<file path="src/rtl/apb_bist_pkg.sv">
// apb_bist_pkg: shared types and helpers for the APB BIST master.
//   bist_mode_e  - traffic class selected per run
//   bist_state_e - bus sequencer state encodings
//   LfsrTaps     - Galois feedback mask, polynomial x^32 + x^22 + x^2 + x + 1
//   sat_inc16()  - 16-bit saturating increment used by the status counters
package apb_bist_pkg;

  typedef enum logic [2:0] {
    ModeSeq    = 3'd0,
    ModeRand   = 3'd1,
    ModeStrobe = 3'd2,
    ModeB2b    = 3'd3,
    ModeAor    = 3'd4
  } bist_mode_e;

  typedef enum logic [2:0] {
    StIdle   = 3'd0,
    StSetup  = 3'd1,
    StAccess = 3'd2,
    StNext   = 3'd3,
    StFinish = 3'd4
  } bist_state_e;

  // Right-shifting Galois form: bits 31, 21, 1, 0 are taps 32, 22, 2, 1.
  localparam logic [31:0] LfsrTaps = 32'h8020_0003;

  function automatic logic [15:0] sat_inc16(input logic [15:0] v);
    return (v == 16'hFFFF) ? v : v + 16'd1;
  endfunction

endpackage

</file>
<file path="src/rtl/apb_bist_lfsr.sv">
// apb_bist_lfsr: 32-bit Galois LFSR for the RAND traffic class.
//   clk_i, rst_i  clock, asynchronous active-high reset (value returns to 1)
//   load_i        load seed_i (zero seed is replaced by 1 so the LFSR never locks up)
//   advance_i     step once
//   value_o       current state
//   next_o        state after one step, available combinationally
module apb_bist_lfsr
  import apb_bist_pkg::*;
(
  input  logic        clk_i,
  input  logic        rst_i,
  input  logic        load_i,
  input  logic [31:0] seed_i,
  input  logic        advance_i,
  output logic [31:0] value_o,
  output logic [31:0] next_o
);

  logic [31:0] value_q, value_d;

  always_comb begin
    next_o = {1'b0, value_q[31:1]};
    if (value_q[0]) begin
      next_o = next_o ^ LfsrTaps;
    end
  end

  always_comb begin
    value_d = value_q;
    if (load_i) begin
      value_d = (seed_i == 32'd0) ? 32'd1 : seed_i;
    end else if (advance_i) begin
      value_d = next_o;
    end
  end

  always_ff @(posedge clk_i or posedge rst_i) begin
    if (rst_i) begin
      value_q <= 32'd1;
    end else begin
      value_q <= value_d;
    end
  end

  assign value_o = value_q;

endmodule

</file>
<file path="src/rtl/apb_bist_master.sv">
// apb_bist_master: synthesizable self-checking APB master. Generates SEQ, RAND, STROBE,
// B2B and AOR traffic against an APB slave window and checks read-back data.
//   PCLK, PRESET          clock, asynchronous active-high reset
//   start, mode,          run request (pulse), traffic class, transfer count for RAND/AOR,
//   num_xfers, seed       data/LFSR seed
//   PSEL..PSTRB           APB requester outputs; PRDATA, PREADY, PSLVERR responder inputs
//   busy, done, pass      run status; pass is valid from done and held until next start
//   err_count,            saturating data-miscompare and PSLVERR counters
//   slverr_count
//   timeout               sticky abort flag after MAX_WAIT stalled ACCESS cycles
// Optional: define APB_BIST_ERRLOG_EN to add fail_valid/fail_addr/fail_exp/fail_act, which
// capture the first miscompare of a run.
module apb_bist_master
  import apb_bist_pkg::*;
#(
  parameter int unsigned       ADDR_W    = 32,
  parameter int unsigned       DATA_W    = 32,
  parameter logic [ADDR_W-1:0] BASE_ADDR = '0,
  parameter int unsigned       NUM_WORDS = 256,
  parameter int unsigned       MAX_WAIT  = 16
) (
  input  logic                PCLK,
  input  logic                PRESET,
  input  logic                start,
  input  logic [2:0]          mode,
  input  logic [15:0]         num_xfers,
  input  logic [DATA_W-1:0]   seed,
  output logic                PSEL,
  output logic                PENABLE,
  output logic                PWRITE,
  output logic [ADDR_W-1:0]   PADDR,
  output logic [DATA_W-1:0]   PWDATA,
  output logic [DATA_W/8-1:0] PSTRB,
  input  logic [DATA_W-1:0]   PRDATA,
  input  logic                PREADY,
  input  logic                PSLVERR,
  output logic                busy,
  output logic                done,
  output logic                pass,
  output logic [15:0]         err_count,
  output logic [15:0]         slverr_count,
  output logic                timeout
`ifdef APB_BIST_ERRLOG_EN
  ,
  output logic                fail_valid,
  output logic [ADDR_W-1:0]   fail_addr,
  output logic [DATA_W-1:0]   fail_exp,
  output logic [DATA_W-1:0]   fail_act
`endif
);

  localparam int unsigned StrbW    = DATA_W / 8;
  localparam int unsigned WaitW    = $clog2(MAX_WAIT + 1);
  localparam int unsigned SeedW    = (DATA_W < 32) ? DATA_W : 32;
  localparam logic [15:0] WordLast = 16'(NUM_WORDS - 1);

  localparam logic [2:0] StateIdle   = StIdle;
  localparam logic [2:0] StateSetup  = StSetup;
  localparam logic [2:0] StateAccess = StAccess;
  localparam logic [2:0] StateNext   = StNext;
  localparam logic [2:0] StateFinish = StFinish;

  logic [2:0]        state_q, state_d;
  logic [2:0]        mode_q, mode_d;
  logic [15:0]       num_q, num_d;
  logic [DATA_W-1:0] seed_q, seed_d;
  logic [15:0]       idx_q, idx_d;
  logic [1:0]        phase_q, phase_d;
  logic [15:0]       rand_idx_q, rand_idx_d;
  logic [WaitW-1:0]  wait_q, wait_d;
  logic              last_q, last_d;
  logic [15:0]       err_q, err_d;
  logic [15:0]       slv_q, slv_d;
  logic              timeout_q, timeout_d;
  logic              pass_q, pass_d;

  logic        lfsr_load, lfsr_adv;
  logic [31:0] lfsr_value, lfsr_next;

  apb_bist_lfsr u_lfsr (
    .clk_i     (PCLK),
    .rst_i     (PRESET),
    .load_i    (lfsr_load),
    .seed_i    (32'(seed[SeedW-1:0])),
    .advance_i (lfsr_adv),
    .value_o   (lfsr_value),
    .next_o    (lfsr_next)
  );

  // Decode of the transfer currently on the bus; every input is held stable from SETUP
  // through the end of ACCESS, so the APB outputs stay stable while waiting.
  logic              cur_write;
  logic [29:0]       cur_word;
  logic [DATA_W-1:0] cur_wdata;
  logic [StrbW-1:0]  cur_strb;
  logic [DATA_W-1:0] cur_exp;
  logic              cur_aor;
  logic [ADDR_W-1:0] cur_addr;
  int unsigned       lane;

  always_comb begin
    cur_write = 1'b0;
    cur_word  = '0;
    cur_wdata = '0;
    cur_strb  = '1;
    cur_exp   = '0;
    cur_aor   = 1'b0;
    lane      = 32'(idx_q) % StrbW;
    case (mode_q)
      ModeSeq, ModeB2b: begin
        cur_write = (phase_q == 2'd0);
        cur_word  = 30'(idx_q);
        cur_wdata = seed_q + DATA_W'(idx_q);
        cur_exp   = seed_q + DATA_W'(idx_q);
      end
      ModeRand: begin
        cur_write = (phase_q == 2'd0);
        cur_word  = cur_write ? 30'(lfsr_value[15:0] & WordLast) : 30'(rand_idx_q);
        cur_wdata = DATA_W'(lfsr_next);
        // The LFSR has already stepped to the written value by the time the read runs.
        cur_exp   = DATA_W'(lfsr_value);
      end
      ModeStrobe: begin
        cur_word = 30'(idx_q);
        if (phase_q == 2'd0) begin
          cur_write = 1'b1;
        end else if (phase_q == 2'd1) begin
          cur_write = 1'b1;
          cur_wdata = '1;
          cur_strb  = StrbW'(1) << lane;
        end
        for (int unsigned b = 0; b < StrbW; b++) begin
          cur_exp[8*b +: 8] = (b == lane) ? 8'hFF : 8'h00;
        end
      end
      ModeAor: begin
        cur_word = 30'(NUM_WORDS) + 30'(idx_q);
        cur_aor  = 1'b1;
      end
      default: ;
    endcase
    cur_addr = BASE_ADDR + ADDR_W'({cur_word, 2'b00});
  end

  // Position of the following transfer, and whether the current one ends the run.
  logic [15:0] eff_num, cnt_last, nxt_idx;
  logic [1:0]  nxt_phase;
  logic        is_last;

  always_comb begin
    eff_num   = (num_q == 16'd0) ? 16'd1 : num_q;
    cnt_last  = eff_num - 16'd1;
    nxt_idx   = idx_q;
    nxt_phase = phase_q;
    is_last   = 1'b0;
    case (mode_q)
      ModeSeq, ModeB2b: begin
        if (idx_q != WordLast) begin
          nxt_idx = idx_q + 16'd1;
        end else if (phase_q == 2'd0) begin
          nxt_idx   = '0;
          nxt_phase = 2'd1;
        end else begin
          is_last = 1'b1;
        end
      end
      ModeRand: begin
        if (phase_q == 2'd0) begin
          nxt_phase = 2'd1;
        end else if (idx_q == cnt_last) begin
          is_last = 1'b1;
        end else begin
          nxt_idx   = idx_q + 16'd1;
          nxt_phase = 2'd0;
        end
      end
      ModeStrobe: begin
        if (phase_q != 2'd2) begin
          nxt_phase = phase_q + 2'd1;
        end else if (idx_q == WordLast) begin
          is_last = 1'b1;
        end else begin
          nxt_idx   = idx_q + 16'd1;
          nxt_phase = 2'd0;
        end
      end
      ModeAor: begin
        if (idx_q == cnt_last) begin
          is_last = 1'b1;
        end else begin
          nxt_idx = idx_q + 16'd1;
        end
      end
      default: is_last = 1'b1;
    endcase
  end

  // Response classification. Out-of-range reads must error; data is only checked on a
  // read that completed without PSLVERR.
  logic rsp_err, rsp_slv;

  always_comb begin
    rsp_err = 1'b0;
    rsp_slv = 1'b0;
    if (cur_aor) begin
      rsp_slv = PSLVERR;
      rsp_err = !PSLVERR;
    end else if (PSLVERR) begin
      rsp_slv = 1'b1;
    end else if (!cur_write && (PRDATA != cur_exp)) begin
      rsp_err = 1'b1;
    end
  end

  logic mode_legal, pass_now;
  assign mode_legal = (mode_q <= ModeAor);
  assign pass_now   = mode_legal && (err_q == 16'd0) && !timeout_q &&
                      ((mode_q == ModeAor) ? (slv_q == eff_num) : (slv_q == 16'd0));

`ifdef APB_BIST_ERRLOG_EN
  logic              fvalid_q, fvalid_d;
  logic [ADDR_W-1:0] faddr_q, faddr_d;
  logic [DATA_W-1:0] fexp_q, fexp_d;
  logic [DATA_W-1:0] fact_q, fact_d;
`endif

  always_comb begin
    state_d    = state_q;
    mode_d     = mode_q;
    num_d      = num_q;
    seed_d     = seed_q;
    idx_d      = idx_q;
    phase_d    = phase_q;
    rand_idx_d = rand_idx_q;
    wait_d     = wait_q;
    last_d     = last_q;
    err_d      = err_q;
    slv_d      = slv_q;
    timeout_d  = timeout_q;
    pass_d     = pass_q;
    lfsr_load  = 1'b0;
    lfsr_adv   = 1'b0;
`ifdef APB_BIST_ERRLOG_EN
    fvalid_d   = fvalid_q;
    faddr_d    = faddr_q;
    fexp_d     = fexp_q;
    fact_d     = fact_q;
`endif
    case (state_q)
      StateIdle: begin
        if (start) begin
          mode_d     = mode;
          num_d      = num_xfers;
          seed_d     = seed;
          idx_d      = '0;
          phase_d    = '0;
          rand_idx_d = '0;
          last_d     = 1'b0;
          err_d      = '0;
          slv_d      = '0;
          timeout_d  = 1'b0;
          pass_d     = 1'b0;
          lfsr_load  = 1'b1;
`ifdef APB_BIST_ERRLOG_EN
          fvalid_d   = 1'b0;
          faddr_d    = '0;
          fexp_d     = '0;
          fact_d     = '0;
`endif
          state_d    = (mode > ModeAor) ? StateFinish : StateSetup;
        end
      end
      StateSetup: begin
        wait_d  = '0;
        state_d = StateAccess;
      end
      StateAccess: begin
        if (PREADY) begin
          if (rsp_err) begin
            err_d = sat_inc16(err_q);
          end
          if (rsp_slv) begin
            slv_d = sat_inc16(slv_q);
          end
`ifdef APB_BIST_ERRLOG_EN
          if (rsp_err && !fvalid_q) begin
            fvalid_d = 1'b1;
            faddr_d  = cur_addr;
            fexp_d   = cur_exp;
            fact_d   = PRDATA;
          end
`endif
          if ((mode_q == ModeRand) && cur_write) begin
            lfsr_adv   = 1'b1;
            rand_idx_d = 16'(cur_word);
          end
          idx_d   = nxt_idx;
          phase_d = nxt_phase;
          if (mode_q == ModeB2b) begin
            state_d = is_last ? StateFinish : StateSetup;
          end else begin
            last_d  = is_last;
            state_d = StateNext;
          end
        end else if (wait_q == WaitW'(MAX_WAIT - 1)) begin
          timeout_d = 1'b1;
          state_d   = StateFinish;
        end else begin
          wait_d = wait_q + 1'b1;
        end
      end
      StateNext: begin
        state_d = last_q ? StateFinish : StateSetup;
      end
      StateFinish: begin
        pass_d  = pass_now;
        state_d = StateIdle;
      end
      default: state_d = StateIdle;
    endcase
  end

  always_ff @(posedge PCLK or posedge PRESET) begin
    if (PRESET) begin
      state_q    <= StateIdle;
      mode_q     <= '0;
      num_q      <= '0;
      seed_q     <= '0;
      idx_q      <= '0;
      phase_q    <= '0;
      rand_idx_q <= '0;
      wait_q     <= '0;
      last_q     <= 1'b0;
      err_q      <= '0;
      slv_q      <= '0;
      timeout_q  <= 1'b0;
      pass_q     <= 1'b0;
    end else begin
      state_q    <= state_d;
      mode_q     <= mode_d;
      num_q      <= num_d;
      seed_q     <= seed_d;
      idx_q      <= idx_d;
      phase_q    <= phase_d;
      rand_idx_q <= rand_idx_d;
      wait_q     <= wait_d;
      last_q     <= last_d;
      err_q      <= err_d;
      slv_q      <= slv_d;
      timeout_q  <= timeout_d;
      pass_q     <= pass_d;
    end
  end

`ifdef APB_BIST_ERRLOG_EN
  always_ff @(posedge PCLK or posedge PRESET) begin
    if (PRESET) begin
      fvalid_q <= 1'b0;
      faddr_q  <= '0;
      fexp_q   <= '0;
      fact_q   <= '0;
    end else begin
      fvalid_q <= fvalid_d;
      faddr_q  <= faddr_d;
      fexp_q   <= fexp_d;
      fact_q   <= fact_d;
    end
  end

  assign fail_valid = fvalid_q;
  assign fail_addr  = faddr_q;
  assign fail_exp   = fexp_q;
  assign fail_act   = fact_q;
`endif

  // Bus outputs are gated to zero outside a transfer so the idle bus is quiet.
  assign PSEL         = (state_q == StateSetup) || (state_q == StateAccess);
  assign PENABLE      = (state_q == StateAccess);
  assign PWRITE       = PSEL && cur_write;
  assign PADDR        = PSEL ? cur_addr : '0;
  assign PWDATA       = (PSEL && cur_write) ? cur_wdata : '0;
  assign PSTRB        = (PSEL && cur_write) ? cur_strb : '0;
  assign busy         = (state_q != StateIdle);
  assign done         = (state_q == StateFinish);
  assign pass         = done ? pass_now : pass_q;
  assign err_count    = err_q;
  assign slverr_count = slv_q;
  assign timeout      = timeout_q;

endmodule

</file>
<file path="config.mk">
export PLATFORM = sky130hd
export DESIGN_NAME = apb_bist_master
export DESIGN_NICKNAME = d
export VERILOG_FILES = /design/src/rtl/apb_bist_pkg.sv /design/src/rtl/apb_bist_lfsr.sv /design/src/rtl/apb_bist_master.sv
export SDC_FILE = /design/constraint.sdc
export NUM_CORES = 1
export LEC_CHECK = 0
export CORE_AREA = 3 3 209 211
export DETAILED_ROUTE_END_ITERATION = 6
export DIE_AREA = 0 0 212 214
export PLACE_DENSITY = 0.54
export SYNTH_ARGS = -nofsm -noshare
export SYNTH_HDL_FRONTEND = slang
export SYNTH_HIERARCHICAL = 1
export SYNTH_SLANG_ARGS = --single-unit
export TNS_END_PERCENT = 100
</file>
<file path="constraint.sdc">
create_clock -name PCLK -period 8.8 [get_ports PCLK]
set_input_delay 0.88 -clock PCLK [delete_from_list [all_inputs] [get_ports PCLK]]
set_output_delay 0.88 -clock PCLK [all_outputs]
set_load 0.005 [all_outputs]
</file>
== Yosys cells after proc, flatten, opt, wreduce, memory -nomap -nowiden ==
Index checks and enable logic that the tools add are counted.

* $add $sub $neg: 8
* Multiply operators: 0
* Divide/modulo/power cells: 0
* $lt $le $gt $ge: 2
* Eq/ne operators: 43
* Shift operators: 1
* Multiplexer cells: 94
* Bitwise logic cells: 1
* Reductions and logical operators: 37

{| class="wikitable"
|+ Operator list
! cell !! count
|-
| $mux 16 || 18
|-
| $mux 32 || 8
|-
| $pmux 32 s3 || 2
|-
| $pmux 16 s2 || 4
|-
| $logic_not 32->1 || 2
|-
| $pmux 16 s4 || 1
|-
| $pmux 17 s3 || 1
|-
| $add 16x1->16 const B || 3
|-
| $logic_not 16->1 || 3
|-
| $add 32x16->32 || 1
|-
| $eq 16x16->1 || 2
|-
| $eq 16x16->1 const B || 2
|-
| $mux 8 || 4
|-
| $ne 32x32->1 || 1
|-
| $mux 1 || 26
|-
| $mux 3 || 7
|-
| $add 9x16->17 const A || 1
|-
| $eq 16x8->1 const B || 1
|-
| $mux 2 || 8
|-
| $mux 4 || 4
|-
| $ne 16x8->1 const B || 1
|-
| $reduce_and 8->1 || 2
|-
| $sub 16x1->16 const B || 1
|-
| $ne 3x3->1 const B || 5
|-
| other kinds (39) || 78
|}

* Flip-flop bits (word level): 160
* Latch bits: 0
* Bits in writable memories: 0
* ROM bits: 0
* Input port bits: 88
* Output and inout bits: 107
* Word-level logic and storage cells: 200
* Memories: 0

== Depth between registers and ports, before layout ==
* Depth in word-level cells: 12
* Mapped depth: 18
* Gate-level depth less buffers: 16

== Cells and area by module ==
The synthesis kept the hierarchy.

{| class="wikitable"
|+ By module, submodules not included
! module !! times used !! cells an instance !! area an instance (um2) !! seq. area each (um2)
|-
| apb_bist_master || 1 || 1424 || 10726.5 || 3203.1
|-
| apb_bist_lfsr || 1 || 185 || 1826.8 || 802.0
|}

== Worst setup path before layout ==
OpenSTA, ideal clock, no wires.

* Path type: flip-flop to flip-flop
* From: reg num_q[10]
* To: reg idx_q[0]
* Setup time: 0.125 ns
* Arrival: 3.563 ns
* Required time: 8.675 ns
* Setup slack: 5.112 ns
* Stages on the path, launching flop included: 17
* Path buffers: 2
* Period minus slack after synthesis: 3.688 ns
* Cells stage by stage: dfrtp_1 > buf_2 > or4_4 > nor4b_4 > a31oi_1 > ha_1 > or3b_2 > nor3_1 > xnor2_1 > nor4_1 > nand4_1 > nor4_2 > a21oi_1 > nor2_4 > nor2_1 > buf_2 > mux2_2

* Word-level cells in the longest chain between the ends: 9

{| class="wikitable"
|+ RTL lines
! element !! line !! source
|-
| start, declared || apb_bist_master.sv:65 || <nowiki>logic [15:0] num_q, num_d;</nowiki>
|-
| start signal, assigned || apb_bist_master.sv:341 || <nowiki>num_q <= num_d;</nowiki>
|-
| $logic_not 16->1 || apb_bist_master.sv:151 || <nowiki>eff_num = (num_q == 16'd0) ? 16'd1 : num_q;</nowiki>
|-
| $mux 16 (*) || apb_bist_master.sv:151 ||
|-
| $sub 16x1->16 (*) || apb_bist_master.sv:152 || <nowiki>cnt_last = eff_num - 16'd1;</nowiki>
|-
| $eq 16x16->1 (*) || apb_bist_master.sv:170, apb_bist_master.sv:188 ||
|-
| $mux 16 (*) || - ||
|-
| $mux 16 || - ||
|-
| $pmux 16 s4 (*) || - ||
|-
| $mux 16 (*) || - ||
|-
| $pmux 16 s2 (*) || - ||
|-
| end signal, assigned || apb_bist_master.sv:343 || <nowiki>idx_q <= idx_d;</nowiki>
|-
| end, declared || apb_bist_master.sv:67 || <nowiki>logic [15:0] idx_q, idx_d;</nowiki>
|}

Mark *: on every way between the ends. The rest lies on a longest branch, timed or not. The select of a mux whose other input is x is not followed.
A chain may end at the register's enable or synchronous reset.

== Final worst setup path ==
* From: reg mode_q[1]
* To: reg err_q[1] (netlist: err_count[1])

* Word-level cells in the longest chain between the ends: 10
* Elaborated cells between the ends (all ways): 18
* Those cells by class: eq/ne: 6; mux: 6; reduce/logical: 6

{| class="wikitable"
|+ RTL lines
! element !! line !! source
|-
| start, declared || apb_bist_master.sv:64 || <nowiki>logic [2:0] mode_q, mode_d;</nowiki>
|-
| start signal, assigned || apb_bist_master.sv:340 || <nowiki>mode_q <= mode_d;</nowiki>
|-
| $eq 3x2->1, or another cell as far along || apb_bist_master.sv:109 || <nowiki>case (mode_q)</nowiki>
|-
| $reduce_or 2->1 or $reduce_or 3->1 (tied branches) || - ||
|-
| $pmux 32 s3 or $pmux 1 s2 (tied branches) || apb_bist_master.sv:109 ||
|-
| $ne 32x32->1 or $logic_not 1->1 (tied branches) || apb_bist_master.sv:210 || <nowiki>end else if (!cur_write && (PRDATA != cur_exp)) begin</nowiki>
|-
| $logic_and 1x1->1 || apb_bist_master.sv:210 ||
|-
| $mux 1 || apb_bist_master.sv:210 ||
|-
| $mux 1 || apb_bist_master.sv:208 || <nowiki>end else if (PSLVERR) begin</nowiki>
|-
| $mux 1 (*) || apb_bist_master.sv:205 || <nowiki>if (cur_aor) begin</nowiki>
|-
| $ne 2x1->1 (no source line) (*) || - ||
|-
| $reduce_and 5->1 (no source line) (*) || - ||
|-
| end signal, assigned || apb_bist_master.sv:348 || <nowiki>err_q <= err_d;</nowiki>
|-
| end, declared || apb_bist_master.sv:72 || <nowiki>logic [15:0] err_q, err_d;</nowiki>
|}

Mark *: on every way between the ends. The rest lies on a longest branch, timed or not.

==> metrics <==
crit end category register; IO Count 195; vias in the first global route ~12k; Die Y approximately 210 um; Post-synth EDFFs 0; Register-to-Register Setup Slack about 3.5 ns; setup violators final 0; Hold Buf Count CTS 0; layout cells sized above 1 ~5.0%; register area share after synthesis 31.90%; initial antenna violation count 1; clk sink count 160; IO Port Bufs about 180; flop and latch count out of synthesis 160; # resized after CTS 0; Max rail drop VDD roughly 0.12 mV; actual slew at the worst max-slew pin 1.117 ns; Slew headroom roughly a quarter; gr usage total ~20%; maxcap violations 0; WL met3 ~2800 um; most frequent cells in the layout 292 x nand2_1, 179 x clkdlybuf4s50_1, 159 x dfrtp_1; # nets final between 1.5k and 2k; Post-DP HPWL between 30,000 and 40,000 um; Max Clk Rate approximately 190 MHz; clk root buf clkbuf_16; clock-pin slew on the worst setup and hold paths approximately 0.07 ns; most common cell after layout, fill and taps aside nand2_1; hold path endpoint seed_q[6]$_DFFE_PP0P_; CTS buffer count 17; minimum clock period approximately 5.3 ns; # DRC 0; full die area ~0.045 mm2; largest net degree at the start of global routing roughly 110; Initial Util 29.93%; Rows 75; hold depth 2; filler instances ~4.4k; Antenna diodes 0; DR iter-0 viols approximately 1.2k; Hold Path Class reg2reg; highest routed layer met5; Setup Buffers After CTS 0; worst r2r dst err_count[1]$_DFFE_PP0P_; routed wire length about 47,000 um; grt ovf 0; worst-case clock buffer depth 2; Unique masters post-synth between 80 and 90; ys async rst share 100.0%; Routed met1 length roughly 21,000 um; DR vias/cell roughly 5.5; Max Clock Skew roughly 0.017 ns; path depth of the worst reg2reg path 10; Initial DRT Pass Iterations 5; dominant synthesized flop cell dfrtp_1; GPL Wtd Cong 0.9437; Core Region ~0.042 mm2; CTS tree yes; worst-skew pair later-pin latency between 0.4 and 0.5 ns; crit start category register; global-route wire length before repair ~72,000 um; vias post-DR between 10k and 15k; pre-CTS setup slack 3.579 ns; status finished clean; pwr dens around 280 mW/mm2; critical path class reg2reg; ANT nets after route 0; Crit Path Max Fanout 29; Lkg Pwr 6.098 nW; HP Start seed_q[6]$_DFFE_PP0P_; Final Cycle Share 60.20%; Gate Count Post-Synth 1,609; wire length per cell between 20 and 25 um; WL met2 around 22,000 um; Mapped Area about 0.013 mm2; final hold vios 0; Data arrival, critical path 5.68 ns; Post-Syn Area per Cell 7.802 um2; yosys warns 6; setup ws final 3.502 ns; worst path required time slightly above 9 ns; setup TNS 0 ns; r2r startpoint mode_q[1]$_DFFE_PP0P_; Layout area overhead 18.92%; die width 212 um; pins over their slew limit 0; unrepaired setup endpoints after global routing no; H-tree depth 4
-- metal layers --
| layer | track usage (%) | up-vias |
|---|---|---|
| li1 | - | 5779 |
| met3 | 2.958 | 68 |
| met4 | 6.966 | 2 |
| met1 | 28.53 | 5956 |
| met5 | 0 | - |
| met2 | 32.40 | 462 |
-- how the worst max path moves through the flow --
stage          depth (start not counted)                  endpoint                   from
3_5_place_dp                          10  err_count[1]$_DFFE_PP0P_  mode_q[1]$_DFFE_PP0P_
6_report                              10  err_count[1]$_DFFE_PP0P_  mode_q[1]$_DFFE_PP0P_
4_1_cts                               10  err_count[1]$_DFFE_PP0P_  mode_q[1]$_DFFE_PP0P_
2_1_floorplan                          1  err_count[0]$_DFFE_PP0P_                 PRESET
3_3_place_gp                          10  err_count[1]$_DFFE_PP0P_  mode_q[1]$_DFFE_PP0P_
5_1_grt                               10  err_count[1]$_DFFE_PP0P_  mode_q[1]$_DFFE_PP0P_
-- power by group --
group | leakage (nW) | internal [mW] | switching, mW
clock network | 0.294 | 0.440 | 0.347
registers | 2.10 | 0.942 | 0.381
logic | 3.71 | 0.798 | 1.30
total | 6.10 | 2.18 | 2.03
-- cell type report --
cell class,instances,area [um2],area share (%)
clock buffers,20,456.7,3.059
well taps,539,674.4,4.518
multi-input cells,1270,7629,51.10
clock inverters,12,145.1,0.9723
flip-flops and latches,160,4005,26.83
inverters,35,136.4,0.9136
repair buffers,191,1882,12.61
-- Yosys cell counts, drive strengths merged, types with 37 or more instances --
master / n / area [um2]
xnor2: 45 / 394.1
mux2i: 49 / 490.5
nand2: 293 / 1100
buf: 87 / 590.6
clkbuf: 71 / 266.5
nand4: 40 / 250.2
a21oi: 126 / 656.9
nor2: 123 / 479.2
nand3: 47 / 235.2
dfrtp: 159 / 3979
xor2: 49 / 429.2
o21ai: 107 / 550.5
and3: 37 / 231.5
-- sequential cells by signal (all words and copies together) (netlist names), 5 cells and up --
register / flops
idx_q: 16
num_q: 16
slverr_count: 16
rand_idx_q: 16
err_count: 16
wait_q: 5
seed_q: 32
u_lfsr/value_o: 32
-- kinds of logic after synthesis --
family	after synthesis	synth area share (%)
AOI/OAI and AO/OA	385	19.49
xor gates and xnor gates	94	6.558
adders and majority gates	30	3.050
buffers and inverters	193	7.874
DFF	160	31.90
muxes	52	4.176
other	1	0.02987
and+or+nand+nor	694	26.92
-- worst max-delay path: stages (launching register included) --
cell	delay, ns
dfrtp_1	0.98
nand2b_1	0.52
nand3_1	0.81
nor3_1	0.83
o21ai_0	0.20
a221o_1	0.34
nor4_1	0.28
nand4_1	0.21
nor2_4	0.60
nand2b_1	0.23
mux2i_1	0.18
-- stage by stage --
stage	power (mW)	instances	cell area, um2	hold slack, ns	utilization (%)
floorplan	2.726	1623	12610	0.4485	-
global placement	3.371	2195	14330	0.4684	34.15
detailed placement	3.400	2195	14330	0.4687	34.15
CTS	4.201	2227	14930	0.4940	35.59
global route	4.494	2227	14930	0.5088	35.59
finish	4.207	2227	14930	0.4877	35.59
No activity file was read; power rests on OpenSTA's default activity.
